`src/rtl/car_sensor_detector.sv`:
```
// car_sensor_detector: debounces two raw loop sensors into latched EW/NS requests,
// released on service and capped by a per-direction maximum green-hold.
module car_sensor_detector #(
    parameter int DEBOUNCE  = 4,
    parameter int MAX_GREEN = 16,
    parameter int CNT_W     = 8
) (
    input  logic       clock,
    input  logic       reset,
    input  logic       EWSensor,
    input  logic       NSSensor,
    input  logic       EWLite,
    input  logic       NSLite,
    output logic       EWCar,
    output logic       NSCar,
    output logic [1:0] EWState,
    output logic [1:0] NSState
);
    typedef enum logic [1:0] {IDLE = 2'd0, QUAL = 2'd1, REQ = 2'd2, SERVE = 2'd3} state_t;
    localparam logic [CNT_W-1:0] DB_LAST  = CNT_W'(DEBOUNCE - 1);
    localparam logic [CNT_W-1:0] HOLD_MAX = CNT_W'(MAX_GREEN);
    localparam logic [CNT_W-1:0] ONE      = CNT_W'(1);
    logic [1:0] sensor, lite, car;
    logic [1:0] state [2];
    assign sensor = {NSSensor, EWSensor};
    assign lite   = {NSLite, EWLite};
    assign EWCar   = car[0];
    assign NSCar   = car[1];
    assign EWState = state[0];
    assign NSState = state[1];
    for (genvar c = 0; c < 2; c++) begin : g_ch
        logic             sync1_q, s_q;
        state_t           state_q, state_d;
        logic [CNT_W-1:0] dcnt_q, dcnt_d, hcnt_q, hcnt_d;
        always_comb begin
            state_d = state_q;
            dcnt_d  = dcnt_q;
            hcnt_d  = hcnt_q;
            case (state_q)
                IDLE: if (s_q) begin
                    state_d = QUAL;
                    dcnt_d  = ONE;
                end
                QUAL: if (!s_q) begin
                    state_d = IDLE;
                    dcnt_d  = '0;
                end else if (dcnt_q == DB_LAST) state_d = REQ;
                else dcnt_d = dcnt_q + ONE;
                REQ: if (lite[c]) begin
                    state_d = SERVE;
                    hcnt_d  = '0;
                end
                SERVE: begin
                    hcnt_d = (hcnt_q == HOLD_MAX) ? hcnt_q : hcnt_q + ONE;
                    if (!lite[c]) state_d = s_q ? REQ : IDLE;
                end
            endcase
        end
        always_ff @(posedge clock) begin
            if (reset) begin
                sync1_q <= 1'b0;
                s_q     <= 1'b0;
                state_q <= IDLE;
                dcnt_q  <= '0;
                hcnt_q  <= '0;
            end else begin
                sync1_q <= sensor[c];
                s_q     <= sync1_q;
                state_q <= state_d;
                dcnt_q  <= dcnt_d;
                hcnt_q  <= hcnt_d;
            end
        end
        // request drops during service once the vehicle leaves or the hold expires
        assign car[c] = (state_q == REQ) ||
                        (state_q == SERVE && s_q && (MAX_GREEN == 0 || hcnt_q < HOLD_MAX));
        assign state[c] = state_q;
    end
endmodule

```
`config.mk`:
```
export PLATFORM = sky130hd
export DESIGN_NAME = car_sensor_detector
export DESIGN_NICKNAME = d
export VERILOG_FILES = /design/src/rtl/car_sensor_detector.sv
export SDC_FILE = /design/constraint.sdc
export NUM_CORES = 1
export LEC_CHECK = 0
export ABC_AREA = 1
export CAP_MARGIN = 40
export CORE_MARGIN = 1.5
export CORE_UTILIZATION = 52
export CTS_BUF_LIST = sky130_fd_sc_hd__clkbuf_8 sky130_fd_sc_hd__clkbuf_16
export DETAILED_ROUTE_END_ITERATION = 16
export PLACE_DENSITY = 0.67
export SYNTH_ARGS = -nofsm -noshare
export SYNTH_HDL_FRONTEND = slang
export SYNTH_SLANG_ARGS = --single-unit
```
`constraint.sdc`:
```
create_clock -name clock -period 1.6 [get_ports clock]
set_input_delay 0.32 -clock clock [delete_from_list [all_inputs] [get_ports clock]]
set_output_delay 0.32 -clock clock [all_outputs]
set_load 0.02 [all_outputs]
```
# Word level (Yosys, flattened, before mapping)
# Index checks and enable logic that the tools add are counted.
# W data, S select, Z words.
# totals
reg_bits	40
latchBits	0
ram_bits	0
rom_bits	0
inputBits	6
output_inout_bits	6
wordCells	84
memories	0
# classes
n_addsub	4
n_mul	0
div	0
order_cmp	2
n_eq_ne	22
n_shift	0
mux	28
n_bitwise	0
reduce_logical	18
# ops
op	n
$mux W8	10
$pmux W8 S2	4
$add A8 B1 Y8 const B	4
$mux W2	12
$eq A8 B2 Y1 const B	2
$eq A8 B5 Y1 const B	2
$lt A8 B5 Y1 const B	2
$ne A2 B2 Y1 const B	8
$pmux W2 S4	2
$ne A3 B3 Y1 const B	4
$reduce_and A3 Y1	4
$eq A2 B2 Y1 const B	4
$reduce_and A4 Y1	2
$reduce_bool A2 Y1	4
$eq A2 B1 Y1 const B	2
$logic_and A1 B1 Y1	4
$logic_not A2 Y1	2
$logic_or A1 B1 Y1	2

# Depth between registers and ports, before layout
# Gate-level depths: netlist of run 1.
# logic_depth
word_depth	4
depth_mapped	10
ltp_nobuf	10

# Worst setup path before layout of run 1
# OpenSTA, ideal clock, no wires.
# synth_timing
path_kind	reg2out
start	reg with a tool-made name
end	out NSCar
t_arrival_ns	1.100
required_ns	1.280
path_slack_ns	0.180
path_stages_with_launch	3
n_path_buf	0
cell_sequence	dfxtp_1 > nand3_1 > o22ai_1
# synth_rtl
element	line_no	text
to (decl)	15	output logic NSCar,

# Worst setup path after layout of run 1
# layout_timing
start	reg g_ch[1].hcnt_q[7]
end	out NSCar
# layout_between
elab_chain_cells	3
# layout_lines
element	line_no	text
from (decl)	34	logic [CNT_W-1:0] dcnt_q, dcnt_d, hcnt_q, hcnt_d;
from (signal assigned)	71	hcnt_q <= hcnt_d;
$lt A8 B5 Y1	76	(state_q == SERVE && s_q && (MAX_GREEN == 0 || hcnt_q < HOLD_MAX));
$logic_and A1 B1 Y1	76	
$logic_or A1 B1 Y1	75	assign car[c] = (state_q == REQ) ||
# No other way between the ends.

==> results of run 1 <==
kinds of logic (layout without fill, tap and decap cells):
kind of cell,Yosys count,in the layout
fa+ha+maj,6,6
simple gates,225,225
buf+inv,62,97
flops,40,40
compound gates,51,51
cell usage after synthesis, drive strengths merged:
cell type,n
nand2,116
inv,54
nor2,53
dfxtp,40
nand3,38
a21oi,34
o21ai,10
nand4,7
clkbuf,6
ha,6
nor3b,5
nor3,3
o211ai,2
o21bai,2
or2,2
a31o,1
buf,1
clkinv,1
nand3b,1
o21a,1
o22ai,1
through the flow:
| step | utilization (%) | worst slack, ns | TNS, ns | std cells |
|---|---|---|---|---|
| 5_1_grt | 65.0 | 0.0123 | 0 | 471 |
| 4_1_cts | 64.8 | 0.00146 | 0 | 471 |
| 2_1_floorplan | - | 0.180 | 0 | 384 |
| 6_report | 65.0 | 0.0397 | 0 | 471 |
| 3_5_place_dp | 62.1 | -0.0197 | -0.0197 | 464 |
| 3_3_place_gp | 62.1 | -0.00874 | -0.00874 | 464 |
worst register-to-register path: stages, from the launching register on:
cell	delay, ns
dfxtp_1	0.34
inv_1	0.09
ha_1	0.15
nand2_1	0.05
inv_1	0.06
nand2_1	0.08
o21ai_4	0.25
inv_2	0.10
o21ai_0	0.17
nor2_1	0.06
timing repair:
action | 4_1_cts | 5_1_grt
endpoints found under the setup margin | 5 | 2
resized for setup | 10 | 3
setup buffers | 0 | 0
registers in the layout, indices dropped and copies added, names as in the netlist, named ones only:
signal / count
EWState: 1
g_ch.sync1_q: 2
g_ch.s_q: 2
g_ch.dcnt_q: 16
g_ch.hcnt_q: 16
NSState: 1
worst min path at each step:
stage,startpoint,end
after floorplan,g_ch[0].sync1_q,g_ch[0].s_q
after global placement,g_ch[0].sync1_q,g_ch[0].s_q
after detailed placement,g_ch[0].sync1_q,g_ch[0].s_q
after CTS,g_ch[0].sync1_q,g_ch[0].s_q
after global routing,g_ch[0].sync1_q,g_ch[0].s_q
final,g_ch[0].sync1_q,g_ch[0].s_q
power breakdown:
group	switching, uW	internal [uW]
clock network	362	614
registers	26.9	1040
logic	290	183
total	679	1830
area by class of cell:
class / count / area (um^2)
timing repair buffer: 35 / 285
sequential: 40 / 801
inverter: 55 / 208
multi-input combinational: 282 / 1360
fill: 410 / 1530
clock buffer: 5 / 68.8
clock inverter: 2 / 60.1
tap: 52 / 65.1
metal layers:
layer | vias up | part of all wire (%)
li1 | 1291 | -
met1 | 1047 | 50
met2 | 45 | 44
met3 | 8 | 4.0
met4 | 0 | 1.4
met5 | - | 0
==> summary.txt, run 1 <==
Run status
  – Run status: finished, final reports clean

Global route
  – Vias in the first global route: 2115
  – Sum of overflow across all layers after global routing: 0
  – Global-route wire length before repair: 9010 um
  – Met2 routing resource usage after global routing: 35.5%
  – Pin count of the biggest net entering global routing: 17
  – Global Route met3 Usage: 4.42%
  – Antenna violations before repair: 0
  – Met1 Usage GRT: 29.4%
  – Most heavily used metal layer in global routing: met2
  – GRT Resource Usage Total: 21.8%

Setup path
  – Setup slack on the worst flop-to-flop path: 0.16 ns
  – Reg-to-Reg Start: g_ch[1].hcnt_q[0]
  – Maximum fanout count along the critical path: 2
  – CP cell instances: nor2_1 -> nand2_1 -> o22ai_1 -> clkdlybuf4s15_2
  – Cell count of the worst reg-to-reg path: 9
  – Worst Setup End Kind: output pin
  – Largest stage delay on the critical path: 0.32 ns
  – Required time of the critical path: 1.28 ns
  – Critical Path Source: g_ch[1].hcnt_q[7]
  – Class of the most critical setup path: flip-flop to output pin
  – Critical path destination: NSCar
  – Standard cell with the maximum stage delay on the critical path: dfxtp_1
  – Endpoint arrival time on the critical path: 1.24 ns
  – Capture instance of the worst register-to-register path: g_ch[1].hcnt_q[0]
  – Logic depth of the worst setup path including buffers: 4
  – Category of the worst setup path launch point: flip-flop
  – CP bufs+invs: 1
  – Largest delay share family, worst path: flip-flops

Clocking
  – CTS root buffer: clkbuf_8
  – Clock transition at the registers of the reported paths: 0.08 ns
  – CTS Hold Bufs: 0
  – Number of clock sinks: 40
  – Number of buffers on the longest clock path: 2
  – Number of buffers inserted during clock tree synthesis: 5
  – Clock latency reported for the late side of the worst-skew pair: 0.29 ns
  – H-tree depth: 2
  – CTS tree: built

Timing
  – Worst-Margin Slew: 0.288 ns
  – Setup violations, final: 0
  – Part of the cycle the worst path needs: 97.5%
  – RSZ-0062 raised after global routing: no
  – Slew Limit Fails: 0
  – Worst-case clock skew: 0.00815 ns
  – Achievable Freq: 641 MHz
  – Min Hold Slack: 0.405 ns
  – Tightest slew margin relative to the limit: 80.8%
  – Final Hold Viols: 0
  – Minimum clock period after layout: 1.56 ns

Final layout
  – Leading cell types in the layout, fill and taps excluded: 112 x nand2_1, 50 x nor2_1, 48 x inv_1, 40 x dfxtp_1, 37 x nand3_1
  – Fraction of final layout cells sized beyond drive strength 1: 13.8%
  – Number of antenna cells inserted: 0
  – Fin area: 2850 um^2
  – Net count, final: 431
  – Synthesis-to-layout area growth: 19.1%
  – Leading cell type in the layout, fill and taps excluded: nand2_1

Drt
  – Total iterations of the first detailed-routing run: 5
  – Via count normalized by instance count: 5.08
  – Vias: 2391
  – Final routed wirelength across all metal layers: 5090 um
  – Count of unresolved DRC violations after routing: 0
  – DRC violation total after the first TritonRoute iteration: 135
  – Routed Antenna Nets: 0
  – Avg WL per Cell: 10.8 um

Floorplan
  – Number of top-level pins: 12
  – FP Rows: 24
  – Area enclosed by the die boundary: 5020 um^2
  – Area of the core region: 4380 um^2
  – X dimension of the die: 70.8 um
  – Height of the die: 70.8 um
  – Initial Utilization: 54.6%

Power and ir drop
  – Power per standard cell area: 881 nW/um^2
  – Worst supply voltage drop on vdd: 0.533 mV
  – Power, Total: 2510 uW
  – Static Leakage: 0.00124 uW

Min path
  – Type of the most critical hold path: flip-flop to flip-flop
  – Cell count of the worst hold path: 2

Placement
  – Number of buffers inserted by port buffering: 11
  – DP HPWL: 3760 um
  – Global placement routability congestion: 0.900
  – Total cell area at the placement stage: 2720 um^2

Synthesis
  – Post-synthesis cell type with the largest combined area: dfxtp_1
  – Total number of yosys warnings: 0
  – Xor/xnor cell area share of the yosys netlist: 0%
  – Number of different library cells in the post-synthesis netlist: 30
  – Synth Area in Compound Gates: 12.5%
  – Syn Area/Cell: 6.23 um^2
  – Post-Syn Area: 2390 um^2
  – Combinational family with the most area after synthesis: simple AND/OR/NAND/NOR gates
  – Post-Synthesis Net Count: 396
  – Top area cells in the synthesized netlist: dfxtp_1 33%, nand2_1 18%, nor2_1 7.8%
  – Sequential cell area fraction in the yosys report: 33.5%
  – Proportion of synthesized area in mux cells: 0%
  – Adder and majority cell fraction of the synthesized area: 3.14%
  – Flip-flop and latch count after synthesis: 40
  – Area share of the largest cell type after synthesis: 33.5%
  – Area fraction in and, or, nand and nor cells after synthesis: 41.1%
  – Count of mapped cells out of synthesis: 384

Job
  – Number of max-cap violations: 0
No activity file was read; power rests on OpenSTA's default activity.
==> inputs of run 2 (changes only) <==
SKIP_LAST_GASP = 1   (was unset)
==> summary.txt, run 2 (same netlist as run 1, synthesis figures left out) <==
Clocking
  – H-tree depth: 2
  – Number of buffers on the longest clock path: 2
  – CTS root buffer: clkbuf_8
  – Clock transition at the registers of the reported paths: 0.08 ns
  – CTS tree: built
  – Number of buffers inserted during clock tree synthesis: 5
  – Number of clock sinks: 40
  – Clock latency reported for the late side of the worst-skew pair: 0.29 ns

Placement
  – Total cell area at the placement stage: 2720 um^2
  – DP HPWL: 3760 um
  – Global placement routability congestion: 0.900
  – Number of buffers inserted by port buffering: 11
  – Placement Setup Slack: -0.0197 ns

Final layout
  – Leading cell type in the layout, fill and taps excluded: nand2_1
  – Regs by FF count: g_ch.dcnt_q: 16 flops, g_ch.hcnt_q: 16 flops
  – Leading cell types in the layout, fill and taps excluded: 112 x nand2_1, 50 x nor2_1, 49 x inv_1, 40 x dfxtp_1, 37 x nand3_1
  – Util after Layout: 65.0%
  – Synthesis-to-layout area growth: 19.1%
  – Net count, final: 431
  – Fin area: 2850 um^2
  – Number of antenna cells inserted: 0
  – Fraction of final layout cells sized beyond drive strength 1: 13.6%

Setup path
  – Critical Path Source: g_ch[1].hcnt_q[7]
  – Class of the most critical setup path: flip-flop to output pin
  – Cell count of the worst reg-to-reg path: 9
  – Reg-to-Reg Start: g_ch[1].hcnt_q[0]
  – Setup slack on the worst flop-to-flop path: 0.16 ns
  – Capture instance of the worst register-to-register path: g_ch[1].hcnt_q[0]
  – Category of the worst setup path launch point: flip-flop
  – Worst Setup End Kind: output pin
  – Critical path destination: NSCar
  – Required time of the critical path: 1.28 ns
  – Maximum fanout count along the critical path: 2
  – Endpoint arrival time on the critical path: 1.24 ns

Drt
  – Avg WL per Cell: 10.8 um
  – Vias: 2391
  – Total iterations of the first detailed-routing run: 5
  – DRC violation total after the first TritonRoute iteration: 135
  – Routed Antenna Nets: 0
  – Via count normalized by instance count: 5.08
  – Final routed wirelength across all metal layers: 5080 um
  – Count of unresolved DRC violations after routing: 0

Power and ir drop
  – Worst supply voltage drop on vdd: 0.533 mV
  – Static Leakage: 0.00124 uW
  – Power per standard cell area: 881 nW/um^2
  – Power, Total: 2510 uW

Timing
  – Part of the cycle the worst path needs: 97.4%
  – Worst-case clock skew: 0.00811 ns
  – Slew Limit Fails: 0
  – Setup violations, final: 0
  – Min Hold Slack: 0.405 ns
  – Minimum clock period after layout: 1.56 ns
  – Fin worst setup slack: 0.0411 ns
  – Tightest slew margin relative to the limit: 80.8%
  – Worst-Margin Slew: 0.288 ns
  – Achievable Freq: 641 MHz
  – RSZ-0062 raised after global routing: yes
  – Final Hold Viols: 0

Global route
  – GRT Resource Usage Total: 21.8%
  – Most heavily used metal layer in global routing: met2
  – Global Route met3 Usage: 4.42%
  – Met2 routing resource usage after global routing: 35.5%
  – Sum of overflow across all layers after global routing: 0
  – Global-route wire length before repair: 9010 um
  – Pin count of the biggest net entering global routing: 17
  – Met1 Usage GRT: 29.4%
  – Vias in the first global route: 2115
  – Antenna violations before repair: 0

Floorplan
  – X dimension of the die: 70.8 um
  – Area enclosed by the die boundary: 5020 um^2
  – Area of the core region: 4380 um^2
  – Initial Utilization: 54.6%
  – Height of the die: 70.8 um
  – FP Rows: 24
  – Number of top-level pins: 12

Min path
  – Type of the most critical hold path: flip-flop to flip-flop

Job
  – Number of max-cap violations: 0

Run status
  – Run status: finished, final reports clean
## run 2: cell count changes in the layout (fill, tap and decap cells not counted), sizes merged
cell,before,now
clkbuf,5,6
buf,25,24
## run 2: critical path, cell delays in order, from the launching register on
cell	delay [ns]
dfxtp_1	0.32
nor2_1	0.16
nand2_1	0.08
o22ai_1	0.12
clkdlybuf4s15_2	0.28
## run 2: final cells by class
type / count / area, um^2
Clock buffer: 5 / 68.8
Sequential cell: 40 / 801
Clock inverter: 2 / 60.1
Tap cell: 52 / 65.1
Timing Repair Buffer: 35 / 285
Fill cell: 410 / 1530
Multi-Input combinational cell: 282 / 1360
Inverter: 55 / 208
## run 2: repair_timing
item / in CTS / in global routing
cloned: 0 / 0
endpoints found under the setup margin: 5 / 2
gates resized for setup: 7 / 4
pin swaps: 0 / 0
buffers inserted: 0 / 0
hold buffers: 0 / 0
## run 2: per-stage QoR
| stage | instances | setup TNS [ns] |
|---|---|---|
| global placement | 464 | -0.00874 |
| floorplan | 384 | 0 |
| global route | 471 | -0.00350 |
| finish | 471 | 0 |
| detailed placement | 464 | -0.0197 |
| CTS | 471 | -0.0882 |
## run 2: power by group
group,internal (uW),switching [uW]
logic,182,291
clock network,614,362
registers,1040,26.0
total,1830,678
## run 2: layer usage
layer | share of wire (%) | vias up
met5 | 0 | -
met4 | 1.4 | 0
met3 | 3.9 | 8
met2 | 44 | 39
met1 | 50 | 1053
li1 | - | 1291
## run 2: how the worst min path moves through the flow
stage | from | endpoint | slack [ns] | depth (start not counted)
global route | g_ch[0].sync1_q | g_ch[0].s_q | 0.43 | 2
finish | g_ch[0].sync1_q | g_ch[0].s_q | 0.40 | 2
global placement | g_ch[0].sync1_q | g_ch[0].s_q | 0.39 | 2
CTS | g_ch[0].sync1_q | g_ch[0].s_q | 0.41 | 2
floorplan | g_ch[0].sync1_q | g_ch[0].s_q | 0.39 | 2
detailed placement | g_ch[0].sync1_q | g_ch[0].s_q | 0.40 | 2
